==> src/rtl/id_stage_reg_if.sv <==
// Fetch-to-decode bus for id_stage_reg: input handshake, head entry and decoded fields.
// Optional extended outputs exist only when ID_INLINE_EXT_EN is defined.
interface id_stage_reg_if #(
    parameter int PC_W = 32
);
    logic            in_valid;
    logic            in_ready;
    logic [31:0]     in_instr;
    logic [PC_W-1:0] in_pc;

    logic            out_valid;
    logic            out_ready;
    logic [31:0]     out_instr;
    logic [PC_W-1:0] out_pc;
    logic [5:0]      out_op;
    logic [4:0]      out_rs;
    logic [4:0]      out_rt;
    logic [4:0]      out_rd;
    logic [4:0]      out_shamt;
    logic [5:0]      out_funct;
    logic [15:0]     out_imm16;
`ifdef ID_INLINE_EXT_EN
    logic [31:0]     out_imm32;
    logic [31:0]     out_shamt32;
`endif

    // The decode stage itself.
    modport slave (
        input  in_valid, in_instr, in_pc, out_ready,
        output in_ready, out_valid, out_instr, out_pc,
               out_op, out_rs, out_rt, out_rd, out_shamt, out_funct, out_imm16
`ifdef ID_INLINE_EXT_EN
        , output out_imm32, out_shamt32
`endif
    );

    // Fetch on the input side plus the consumer of the decoded entry.
    modport master (
        output in_valid, in_instr, in_pc, out_ready,
        input  in_ready, out_valid, out_instr, out_pc,
               out_op, out_rs, out_rt, out_rd, out_shamt, out_funct, out_imm16
`ifdef ID_INLINE_EXT_EN
        , input out_imm32, out_shamt32
`endif
    );
endinterface

==> src/rtl/id_stage_reg.sv <==
// MIPS decode input stage: two-entry skid buffer of {instr, pc} with field decode of the head.
// Define ID_INLINE_EXT_EN to add out_imm32 / out_shamt32 extended outputs.
module id_stage_reg #(
    parameter int PC_W = 32
) (
    input  logic         clk,
    input  logic         rst,
    input  logic         flush,
    id_stage_reg_if.slave bus
);
    typedef enum logic [1:0] {EMPTY, ONE, TWO} state_t;

    typedef struct packed {
        logic [31:0]     instr;
        logic [PC_W-1:0] pc;
    } entry_t;

    state_t state;
    entry_t head;
    entry_t skid;
    entry_t in_entry;
    logic   in_ready_q;
    logic   out_valid_q;
    logic   in_fire;
    logic   out_fire;

    assign in_entry = '{instr: bus.in_instr, pc: bus.in_pc};
    assign in_fire  = bus.in_valid & in_ready_q;
    assign out_fire = out_valid_q & bus.out_ready;

    // in_ready is its own register so back-pressure never reaches fetch combinationally.
    always_ff @(posedge clk) begin
        // NOTE: non-blocking assignments keep every register updating from pre-edge values.
        if (rst) begin
            state       <= EMPTY;
            in_ready_q  <= 1'b1;
            out_valid_q <= 1'b0;
            // NOTE: head/skid are cleared on reset so the field outputs read 0 out of reset;
            // flush only clears the state, leaving data as don't-care.
            head        <= '0;
            skid        <= '0;
        end else if (flush) begin
            state       <= EMPTY;
            in_ready_q  <= 1'b1;
            out_valid_q <= 1'b0;
        end else begin
            case (state)
                EMPTY: begin
                    if (in_fire) begin
                        head        <= in_entry;
                        state       <= ONE;
                        out_valid_q <= 1'b1;
                    end
                end
                ONE: begin
                    if (in_fire && out_fire) begin
                        head <= in_entry;
                    end else if (in_fire) begin
                        skid       <= in_entry;
                        state      <= TWO;
                        in_ready_q <= 1'b0;
                    end else if (out_fire) begin
                        state       <= EMPTY;
                        out_valid_q <= 1'b0;
                    end
                end
                TWO: begin
                    if (out_fire) begin
                        head       <= skid;
                        state      <= ONE;
                        in_ready_q <= 1'b1;
                    end
                end
                default: begin
                    state       <= EMPTY;
                    in_ready_q  <= 1'b1;
                    out_valid_q <= 1'b0;
                end
            endcase
        end
    end

    assign bus.in_ready  = in_ready_q;
    assign bus.out_valid = out_valid_q;
    assign bus.out_instr = head.instr;
    assign bus.out_pc    = head.pc;
    assign bus.out_op    = head.instr[31:26];
    assign bus.out_rs    = head.instr[25:21];
    assign bus.out_rt    = head.instr[20:16];
    assign bus.out_rd    = head.instr[15:11];
    assign bus.out_shamt = head.instr[10:6];
    assign bus.out_funct = head.instr[5:0];
    assign bus.out_imm16 = head.instr[15:0];

`ifdef ID_INLINE_EXT_EN
    logic zero_ext;

    // andi/ori/xori/lui are opcodes 0x0C-0x0F, i.e. the top four opcode bits are 0011.
    assign zero_ext        = (head.instr[31:28] == 4'b0011);
    assign bus.out_imm32   = zero_ext ? {16'b0, head.instr[15:0]}
                                      : {{16{head.instr[15]}}, head.instr[15:0]};
    assign bus.out_shamt32 = {27'b0, head.instr[10:6]};
`endif
endmodule

==> src/flat_wrapper.sv <==
// flat-port wrapper written by rule: the top's interface ports become plain ports
module id_stage_reg_flat 
#(
    parameter int PC_W = 32
)
  (clk, rst, flush, bus_in_valid, bus_in_instr, bus_in_pc, bus_out_ready, bus_in_ready, bus_out_valid, bus_out_instr, bus_out_pc, bus_out_op, bus_out_rs, bus_out_rt, bus_out_rd, bus_out_shamt, bus_out_funct, bus_out_imm16);
  id_stage_reg_if #(.PC_W(PC_W)) bus_i ();
  input  logic clk;
  input  logic rst;
  input  logic flush;
  input wire logic [$bits(bus_i.in_valid)-1:0] bus_in_valid;
  input wire logic [$bits(bus_i.in_instr)-1:0] bus_in_instr;
  input wire logic [$bits(bus_i.in_pc)-1:0] bus_in_pc;
  input wire logic [$bits(bus_i.out_ready)-1:0] bus_out_ready;
  output wire logic [$bits(bus_i.in_ready)-1:0] bus_in_ready;
  output wire logic [$bits(bus_i.out_valid)-1:0] bus_out_valid;
  output wire logic [$bits(bus_i.out_instr)-1:0] bus_out_instr;
  output wire logic [$bits(bus_i.out_pc)-1:0] bus_out_pc;
  output wire logic [$bits(bus_i.out_op)-1:0] bus_out_op;
  output wire logic [$bits(bus_i.out_rs)-1:0] bus_out_rs;
  output wire logic [$bits(bus_i.out_rt)-1:0] bus_out_rt;
  output wire logic [$bits(bus_i.out_rd)-1:0] bus_out_rd;
  output wire logic [$bits(bus_i.out_shamt)-1:0] bus_out_shamt;
  output wire logic [$bits(bus_i.out_funct)-1:0] bus_out_funct;
  output wire logic [$bits(bus_i.out_imm16)-1:0] bus_out_imm16;
  assign bus_i.in_valid = bus_in_valid;
  assign bus_i.in_instr = bus_in_instr;
  assign bus_i.in_pc = bus_in_pc;
  assign bus_i.out_ready = bus_out_ready;
  assign bus_in_ready = bus_i.in_ready;
  assign bus_out_valid = bus_i.out_valid;
  assign bus_out_instr = bus_i.out_instr;
  assign bus_out_pc = bus_i.out_pc;
  assign bus_out_op = bus_i.out_op;
  assign bus_out_rs = bus_i.out_rs;
  assign bus_out_rt = bus_i.out_rt;
  assign bus_out_rd = bus_i.out_rd;
  assign bus_out_shamt = bus_i.out_shamt;
  assign bus_out_funct = bus_i.out_funct;
  assign bus_out_imm16 = bus_i.out_imm16;
  id_stage_reg #(.PC_W(PC_W)) u_core (.clk(clk), .rst(rst), .flush(flush), .bus(bus_i));
endmodule
==> config.mk <==
export PLATFORM = sky130hd
export DESIGN_NAME = id_stage_reg_flat
export DESIGN_NICKNAME = d
export VERILOG_FILES = /design/src/rtl/id_stage_reg_if.sv /design/src/rtl/id_stage_reg.sv /design/src/flat_wrapper.sv
export SDC_FILE = /design/constraint.sdc
export NUM_CORES = 1
export LEC_CHECK = 0
export CORE_ASPECT_RATIO = 2
export CORE_UTILIZATION = 48
export DETAILED_ROUTE_END_ITERATION = 8
export PLACE_DENSITY = 0.79
export SYNTH_ARGS = -nofsm -noshare
export SYNTH_HDL_FRONTEND = slang
export SYNTH_SLANG_ARGS = --single-unit
==> constraint.sdc <==
create_clock -name clk -period 2.1 [get_ports clk]
set_input_delay 0.63 -clock clk [delete_from_list [all_inputs] [get_ports clk]]
set_output_delay 0.63 -clock clk [all_outputs]
set_load 0.05 [all_outputs]
Word-level counts from Yosys, hierarchy flattened. Index checks and enable logic that the tools add are counted.

Bitwise logic cells: 6. Equal/unequal tests: 10. Muxes and demuxes: 19. Reductions and logical operators: 9.

Operators with widths (number): $mux W64 (3); $pmux W64 S3 (1); $reduce_and A4 Y1 (3); $mux W2 (5); $ne A2 B1 Y1 const B (5); $reduce_and A5 Y1 (2); $mux W1 (7); $pmux W1 S3 (2); $pmux W2 S3 (1); $ne A2 B2 Y1 const B (2); $not A1 Y1 (4); $ne A3 B1 Y1 const B (1); $reduce_bool A3 Y1 (1); $and A1 B1 Y1 (2); $eq A2 B1 Y1 const B (1); $eq A2 B2 Y1 const B (1); $logic_not A2 Y1 (1); $reduce_or A2 Y1 (1); $logic_and A1 B1 Y1 (1).

Flip-flop bits (word level): 132. Logic and storage cells: 51.

Longest topological paths before layout. Gate-level depths: netlist of run 1.

Word-level depth: 5. Gate-level depth with buffers: 7. Depth with buffers taken out: 4.

Least setup slack after synthesis of run 1. Ideal clock, no wire load.

Kind: register -> register. Start point: register u_core.in_ready_q (netlist: u_core.bus.in_ready). End point: register u_core.skid[34] (netlist bit). Arrival time: 1.815 ns. Slack: 0.141 ns. Stages on the path, launching flop included: 7. Period minus slack after synthesis: 1.959 ns. Setup time: 0.143 ns. Cells stage by stage: dfxtp_1 nand2_2 or4_1 buf_4 buf_6 nand2_1 a21oi_2.

Cells in the longest elaborated chain, start to end: 4.

Ends and longest elaborated chain: from (decl) (RTL line id_stage_reg.sv:22) `logic in_ready_q;`; from (signal assigned) (RTL line id_stage_reg.sv:36) `in_ready_q <= 1'b1;`; from (signal assigned) (RTL line id_stage_reg.sv:44) `in_ready_q <= 1'b1;`; from (signal assigned) (RTL line id_stage_reg.sv:61) `in_ready_q <= 1'b0;`; $and A1 B1 Y1 (*) (RTL line id_stage_reg.sv:28) `assign in_fire = bus.in_valid & in_ready_q;`; $logic_and A1 B1 Y1 (RTL line id_stage_reg.sv:56) `if (in_fire && out_fire) begin`; $not A1 Y1 (no line); $reduce_and A4 Y1 (no line) (*); to (signal assigned) (RTL line id_stage_reg.sv:59) `skid <= in_entry;`; to (decl) (RTL line id_stage_reg.sv:20) `entry_t skid;`.

Every way passes the cells marked *; elsewhere a longest branch is shown, timed or not. A chain may end at the register's enable or synchronous reset.

Worst setup path in the final report of run 1.
Start point: register u_core.head, in the netlist u_core.bus.out_pc[13]. End point: output bus_out_pc[13].

RTL lines: from (decl) (RTL line id_stage_reg.sv:19) `entry_t head;`; from (signal assigned) (RTL line id_stage_reg.sv:50) `head <= in_entry;`; from (signal assigned) (RTL line id_stage_reg.sv:57) `head <= in_entry;`; from (signal assigned) (RTL line id_stage_reg.sv:69) `head <= skid;`; to (decl) (RTL line flat_wrapper.sv:18) `output wire logic [$bits(bus_i.out_pc)-1:0] bus_out_pc;`.

No word-level cell between the ends.

==> flow_summary_export.csv, run 1 <==
group,metric,value,unit
outcome,status,"finished, final reports clean",
worst_setup_path,crit_chain,"dlygate4sd2_1",
power_and_ir_drop,swShare,32.3,%
placement,port_buffers,182,
clock_tree,cts_made_buffers,17,
power_and_ir_drop,intPower,4.88,mW
sta,slew-limit-headroom,66.8,%
min_path,holdCritStartpoint,"u_core.skid[3]$_SDFFE_PP0P_",
floorplan,top_level_ports,183,
sta,tightest_slew,0.499,ns
power_and_ir_drop,p_comb_share,23.3,%
finish,drive_above_1_share,33.3,%
grt,grt.overflow.total,0,
synth,syn_inst,651,
routing,vias,5242,
worst_setup_path,worst-path-buf-inv,1,
synth,seq_area_frac_synth,42.0,%
grt,grt_pass1_wl,25.8,mm
floorplan,die_h,164,um
worst_setup_path,cpMaxStageDelayCell,"dlygate4sd2_1",
worst_setup_path,crit_path_max_incr_delay,0.54,ns
sta,report.final.slew_viol_count,0,
grt,grtUsageTotal,23.9,%
floorplan,dieArea,0.0136,mm^2
synth,syn-num-nets,720,
run,cap_viol_max_count,0,
min_path,hold_path.class,"reg -> reg",
worst_setup_path,crit_start,"u_core.bus.out_pc[13]$_SDFFE_PP0P_",
clock_tree,cts_tree,"done",
grt,grt_max_degree,51,
placement,gp_congestion,0.778,
finish,mostFrequentLayoutCells,"dfxtp_1, nand2_1, buf_4, a21oi_1, clkdlybuf4s50_1",
synth,syn-mean-instance-area,9.66,um^2
worst_setup_path,ff2ff_setup_slack,0.25,ns
finish,post-route-util,64.8,%
worst_setup_path,worst-path-max-fanout,2,
worst_setup_path,r2r.worst_path.cells,5,
placement,hpwlAfterDp,11.1,mm
power_and_ir_drop,ir_worst_vdd,0.722,mV
routing,drt_iter0_markers,285,
routing,wl_per_cell,17.5,um
synth,ys_warn_count,0,
worst_setup_path,required,1.47,ns
worst_setup_path,crit_path_end,"bus_out_pc[13]",
floorplan,initial_core_util,49.5,%
finish,final_common_cell,"dfxtp_1",
clock_tree,cts.path.max_buffers,2,
sta,rsz0062_at_grt,"no",
synth,syn-cell-area,0.00629,mm^2
power_and_ir_drop,power_density,878,mW/mm^2
power_and_ir_drop,clkPwrFrac,38.8,%
floorplan,coreArea,0.0127,mm^2
worst_setup_path,critical_path.top_delay_family,"buffers and inverters",
finish,insertedDiodeCount,0,
clock_tree,cts_hold_buf,0,
finish,layout.nets,845,
sta,period_needed,1.92,ns
finish,final_area,0.00823,mm^2
worst_setup_path,critPathKind,"reg -> out",
worst_setup_path,setup.worst_path.start_class,"register",
routing,detail-route-antenna-nets,0,
power_and_ir_drop,power.switching,2.33,mW
routing,drtPass1Iterations,5,
synth,synth.distinct_cells,31,
sta,fmax,522,MHz
worst_setup_path,crit_path_end_kind,"output port",
worst_setup_path,cp.arrival,1.29,ns
clock_tree,clk_latency,0.41,ns
grt,grt_pass1_vias,5297,
sta,finalHoldViolCount,0,
synth,synth_seq_cells,132,
clock_tree,ctsRootBufferMaster,"clkbuf_16",
finish,syn_to_final_growth,30.8,%
grt,grt_antenna_before_repair,0,
worst_setup_path,path_depth,1,
routing,route.detailed.drc,0,
worst_setup_path,r2r_start,"u_core.state[0]$_SDFFE_PP0P_",
routing,drt-total-wl,16.4,mm
sta,min_period_over_period,91.3,%
power_and_ir_drop,power_frac_seq,37.9,%
placement,postPlaceCellArea,0.00762,mm^2
sta,setup_viol,0,
floorplan,fp.dieW,82.9,um
worst_setup_path,rr_endpoint,"u_core.bus.out_pc[26]$_SDFFE_PP0P_",
floorplan,rows,58,
clock_tree,htreeDepth,4,
sta,fin_skew,0.0105,ns
routing,vias_per_cell,5.58,
clock_tree,path_clk_slew,0.06,ns
clock_tree,clock-sinks,132,
power_and_ir_drop,leakagePower,3.50,nW
==> worst min path at each step <==
stage	endpoint	slack [ns]	cells after the start
floorplan	u_core.skid[10]$_SDFFE_PP0P_	0.44	2
detailed placement	u_core.skid[56]$_SDFFE_PP0P_	0.45	2
global route	u_core.skid[56]$_SDFFE_PP0P_	0.47	2
CTS	u_core.skid[3]$_SDFFE_PP0P_	0.45	2
global placement	u_core.skid[32]$_SDFFE_PP0P_	0.44	2
finish	u_core.skid[3]$_SDFFE_PP0P_	0.45	2
==> cells in the mapped netlist, drive strengths merged <==
library cell / count / share of area, %
a211oi: 64 / 12
a21boi: 1 / 0.12
a21oi: 130 / 12
a221oi: 1 / 0.24
and2: 2 / 0.24
and3: 1 / 0.10
buf: 91 / 12
clkbuf: 14 / 0.84
dfxtp: 132 / 42
mux2: 1 / 0.18
mux2i: 64 / 10
nand2: 131 / 7.9
nand2b: 2 / 0.32
nand3: 2 / 0.16
nand3b: 1 / 0.12
nand4: 1 / 0.10
nor2: 4 / 0.24
nor2b: 1 / 0.10
nor3: 1 / 0.080
nor4: 1 / 0.34
o21a: 1 / 0.12
o21ai: 3 / 0.24
o21bai: 1 / 0.12
or4: 1 / 0.12
==> through the flow <==
stage	power, mW	setup slack (ns)	hold slack, ns	std cells	TNS, ns
after floorplan	4.01	0.141	0.436	651	0
after global placement	4.44	-0.409	0.441	905	-48.93
after detailed placement	4.47	-0.486	0.446	905	-54.75
after CTS	7.28	0.161	0.454	939	0
after global routing	7.48	0.114	0.468	939	0
final	7.22	0.182	0.454	939	0
==> metal layers <==
metal | track usage [%] | up-vias | routed length (um)
met4 | 13.6 | 0 | 606
met2 | 44.2 | 197 | 8890
met5 | 0 | - | 0
met1 | 24.7 | 2528 | 6200
met3 | 5.18 | 40 | 721
li1 | - | 2477 | -
==> cell families (layout without fill, tap and decap cells) <==
| logic type | count (synthesis) | count (layout) | synth area share (%) |
|---|---|---|---|
| AND/OR/NAND/NOR | 148 | 148 | 9.77 |
| flip-flops | 132 | 132 | 42.0 |
| buffers and inverters | 105 | 243 | 12.7 |
| AO/OA/AOI/OAI | 201 | 201 | 25.1 |
| multiplexers | 65 | 65 | 10.4 |
==> power by group through the flow <==
stage               logic, mW  registers, mW  clock network (mW)
floorplan               0.872           3.14                   0
global placement         1.66           2.78                   0
detailed placement       1.69           2.79                   0
CTS                      1.69           2.73                2.86
global route             1.75           2.75                2.98
finish                   1.68           2.74                2.80
==> layout make-up <==
cell class / count / area, um^2
multi-input combinational: 414 / 2880
clock buffer: 19 / 443
tap: 150 / 188
fill: 1036 / 4470
timing repair buffer: 211 / 1940
sequential: 132 / 2640
clock inverter: 13 / 126
==> registers in the layout, indices dropped and copies added (netlist names) <==
register / flops
u_core.bus.out_pc: 32
u_core.skid: 64
u_core.bus.out_valid: 1
u_core.state: 2
u_core.bus.in_ready: 1
u_core.bus.out_instr: 32
==> timing repair <==
item,in CTS,in global routing
setup buffers,1,0
resized for setup,12,0
setup endpoints to repair,56,0
endpoints found under the hold margin,0,0
==> worst min-delay path: stages (launching register included) <==
cell and delay, ns:
dfxtp_1 0.31, nand2_1 0.05, a21oi_1 0.05
Note: power is estimated with default switching activity, not from simulation.
==> run 2, diff against run 1 <==
--- a/config.mk
+++ b/config.mk
@@ -6,9 +6,9 @@
 export NUM_CORES = 1
 export LEC_CHECK = 0
 export CORE_ASPECT_RATIO = 2
-export CORE_UTILIZATION = 48
+export CORE_UTILIZATION = 50
 export DETAILED_ROUTE_END_ITERATION = 8
-export PLACE_DENSITY = 0.79
+export PLACE_DENSITY = 0.82
 export SYNTH_ARGS = -nofsm -noshare
 export SYNTH_HDL_FRONTEND = slang
 export SYNTH_SLANG_ARGS = --single-unit
==> constraint.sdc (replaced) <==
create_clock -name clk -period 2.45 [get_ports clk]
set_input_delay 0.735 -clock clk [delete_from_list [all_inputs] [get_ports clk]]
set_output_delay 0.735 -clock clk [all_outputs]
set_load 0.05 [all_outputs]
==> run 2 against run 1 <==
Effect of this change:
- global-route usage up 1.8 points
- register-to-register slack improved by 0.28 ns
- setup slack got worse by 0.15 ns
- clock power decreased by 9.6%
==> flow_summary_export.csv, run 2 (synthesis gave the netlist of run 1 again) <==
group,metric,value,unit
sta,fin_skew,0.00640,ns
power_and_ir_drop,power_density,755,mW/mm^2
grt,busiest_layer,"met2",
grt,grt_util_met2,47.7,%
placement,dpl_worst_slack,-0.228,ns
sta,finalHoldViolCount,0,
clock_tree,ctsRootBufferMaster,"clkbuf_16",
worst_setup_path,rr_endpoint,"u_core.bus.out_pc[0]$_SDFFE_PP0P_",
clock_tree,post_cts_resized,0,
floorplan,die_h,161,um
routing,drtPass1Iterations,4,
sta,worst_slack,0.0308,ns
placement,hpwlAfterDp,11.3,mm
grt,grt_pass1_wl,25.8,mm
clock_tree,post-cts-setup-buffers,0,
routing,detail-route-antenna-nets,0,
floorplan,initial_core_util,51.6,%
placement,place_inst,906,
outcome,status,"finished, final reports clean",
worst_setup_path,ff2ff_setup_slack,0.53,ns
floorplan,dieArea,0.0131,mm^2
routing,wl_per_cell,17.4,um
min_path,holdCritStartpoint,"u_core.skid[22]$_SDFFE_PP0P_",
sta,setup_tns,0,ns
min_path,hold_path.class,"reg -> reg",
worst_setup_path,cpMaxStageDelayCell,"clkdlybuf4s50_1",
finish,largest_reg_flops,64,
worst_setup_path,crit_chain,"clkdlybuf4s50_1",
sta,report.final.slew_viol_count,0,
placement,postPlaceCellArea,0.00786,mm^2
worst_setup_path,cp.arrival,1.68,ns
sta,hold_ws,0.453,ns
finish,insertedDiodeCount,0,
grt,grtUsageTotal,25.7,%
sta,setup_viol,0,
finish,syn_to_final_growth,34.4,%
grt,grt_max_degree,45,
worst_setup_path,crit_path_end_kind,"output port",
clock_tree,cts_made_buffers,17,
placement,gp_congestion,0.861,
sta,period_needed,2.42,ns
sta,tightest_slew,0.560,ns
grt,grt_antenna_before_repair,0,
placement,port_buffers,182,
routing,drt_iter0_markers,236,
clock_tree,path_clk_slew,0.06,ns
clock_tree,cts_tree,"done",
grt,grt.overflow.total,0,
worst_setup_path,r2r.worst_path.cells,6,
worst_setup_path,worst-path-max-fanout,3,
sta,fmax,413,MHz
grt,use_met1,26.0,%
worst_setup_path,required,1.71,ns
floorplan,coreArea,0.0122,mm^2
min_path,whs_endpoint,"u_core.skid[22]$_SDFFE_PP0P_",
worst_setup_path,worst-path-buf-inv,1,
finish,final_common_cell,"clkdlybuf4s50_1",
clock_tree,htreeDepth,4,
finish,drive_above_1_share,20.1,%
worst_setup_path,critPathKind,"reg -> out",
power_and_ir_drop,ir_worst_vdd,0.564,mV
routing,route.detailed.drc,0,
routing,vias_per_cell,5.54,
finish,final_cells,938,
finish,top_register,"u_core.skid",
sta,rsz0062_at_grt,"no",
routing,drt-total-wl,16.3,mm
floorplan,rows,57,
min_path,holdPathStages,2,
sta,slew-limit-headroom,62.6,%
clock_tree,clock-sinks,132,
worst_setup_path,setup.worst_path.start_class,"register",
finish,layout.nets,847,
finish,mostFrequentLayoutCells,"clkdlybuf4s50_1, dfxtp_1, nand2_1, a21oi_1, mux2i_1",
sta,min_period_over_period,98.7,%
grt,met3_usage,5.06,%
worst_setup_path,critical_path.top_delay_family,"buffers and inverters",
floorplan,top_level_ports,183,
clock_tree,clk_latency,0.41,ns
routing,vias,5194,
power_and_ir_drop,leakagePower,3.28,nW
floorplan,fp.dieW,81.3,um
finish,post-route-util,69.3,%
worst_setup_path,crit_path_max_incr_delay,0.85,ns
worst_setup_path,r2r_start,"u_core.state[1]$_SDFFE_PP0P_",
clock_tree,cts_hold_buf,0,
finish,final_area,0.00845,mm^2
run,cap_viol_max_count,0,
power_and_ir_drop,total_power,6.38,mW
clock_tree,cts.path.max_buffers,2,
grt,grt_pass1_vias,5239,
==> run 2: how the worst max path moves through the flow <==
stage / to / start / cells past startpoint
3_3_place_gp: u_core.skid[60]$_SDFFE_PP0P_ / bus_out_ready / 6
3_5_place_dp: u_core.bus.out_pc[25]$_SDFFE_PP0P_ / bus_in_valid / 7
2_1_floorplan: u_core.skid[34]$_SDFFE_PP0P_ / u_core.bus.in_ready$_SDFFE_PP1P_ / 6
5_1_grt: bus_out_valid / u_core.bus.out_valid$_SDFFE_PP0P_ / 1
6_report: bus_out_instr[27] / u_core.bus.out_instr[27]$_SDFFE_PP0P_ / 1
4_1_cts: bus_out_instr[0] / u_core.bus.out_instr[0]$_SDFFE_PP0P_ / 1
==> run 2: cell type report <==
class / count / area [um^2]
Fill cell: 890 / 3740
Multi-Input combinational cell: 414 / 2880
Sequential cell: 132 / 2640
Timing Repair Buffer: 213 / 2160
Clock buffer: 18 / 429
Tap cell: 147 / 184
Clock inverter: 14 / 161
==> run 2: power breakdown <==
group          internal, mW  leakage [nW]  switching, mW
registers              2.26          1.08         0.0899
logic                 0.554          1.91          0.944
clock network          1.59         0.290          0.942
total                  4.40          3.28           1.98
==> run 2: routing by layer <==
metal | part of all wire, % | routed length (um) | up-vias
met3 | 4.3 | 708 | 33
met5 | 0 | 0 | -
met1 | 35 | 5770 | 2525
li1 | - | - | 2481
met4 | 3.5 | 570 | 0
met2 | 57 | 9240 | 155
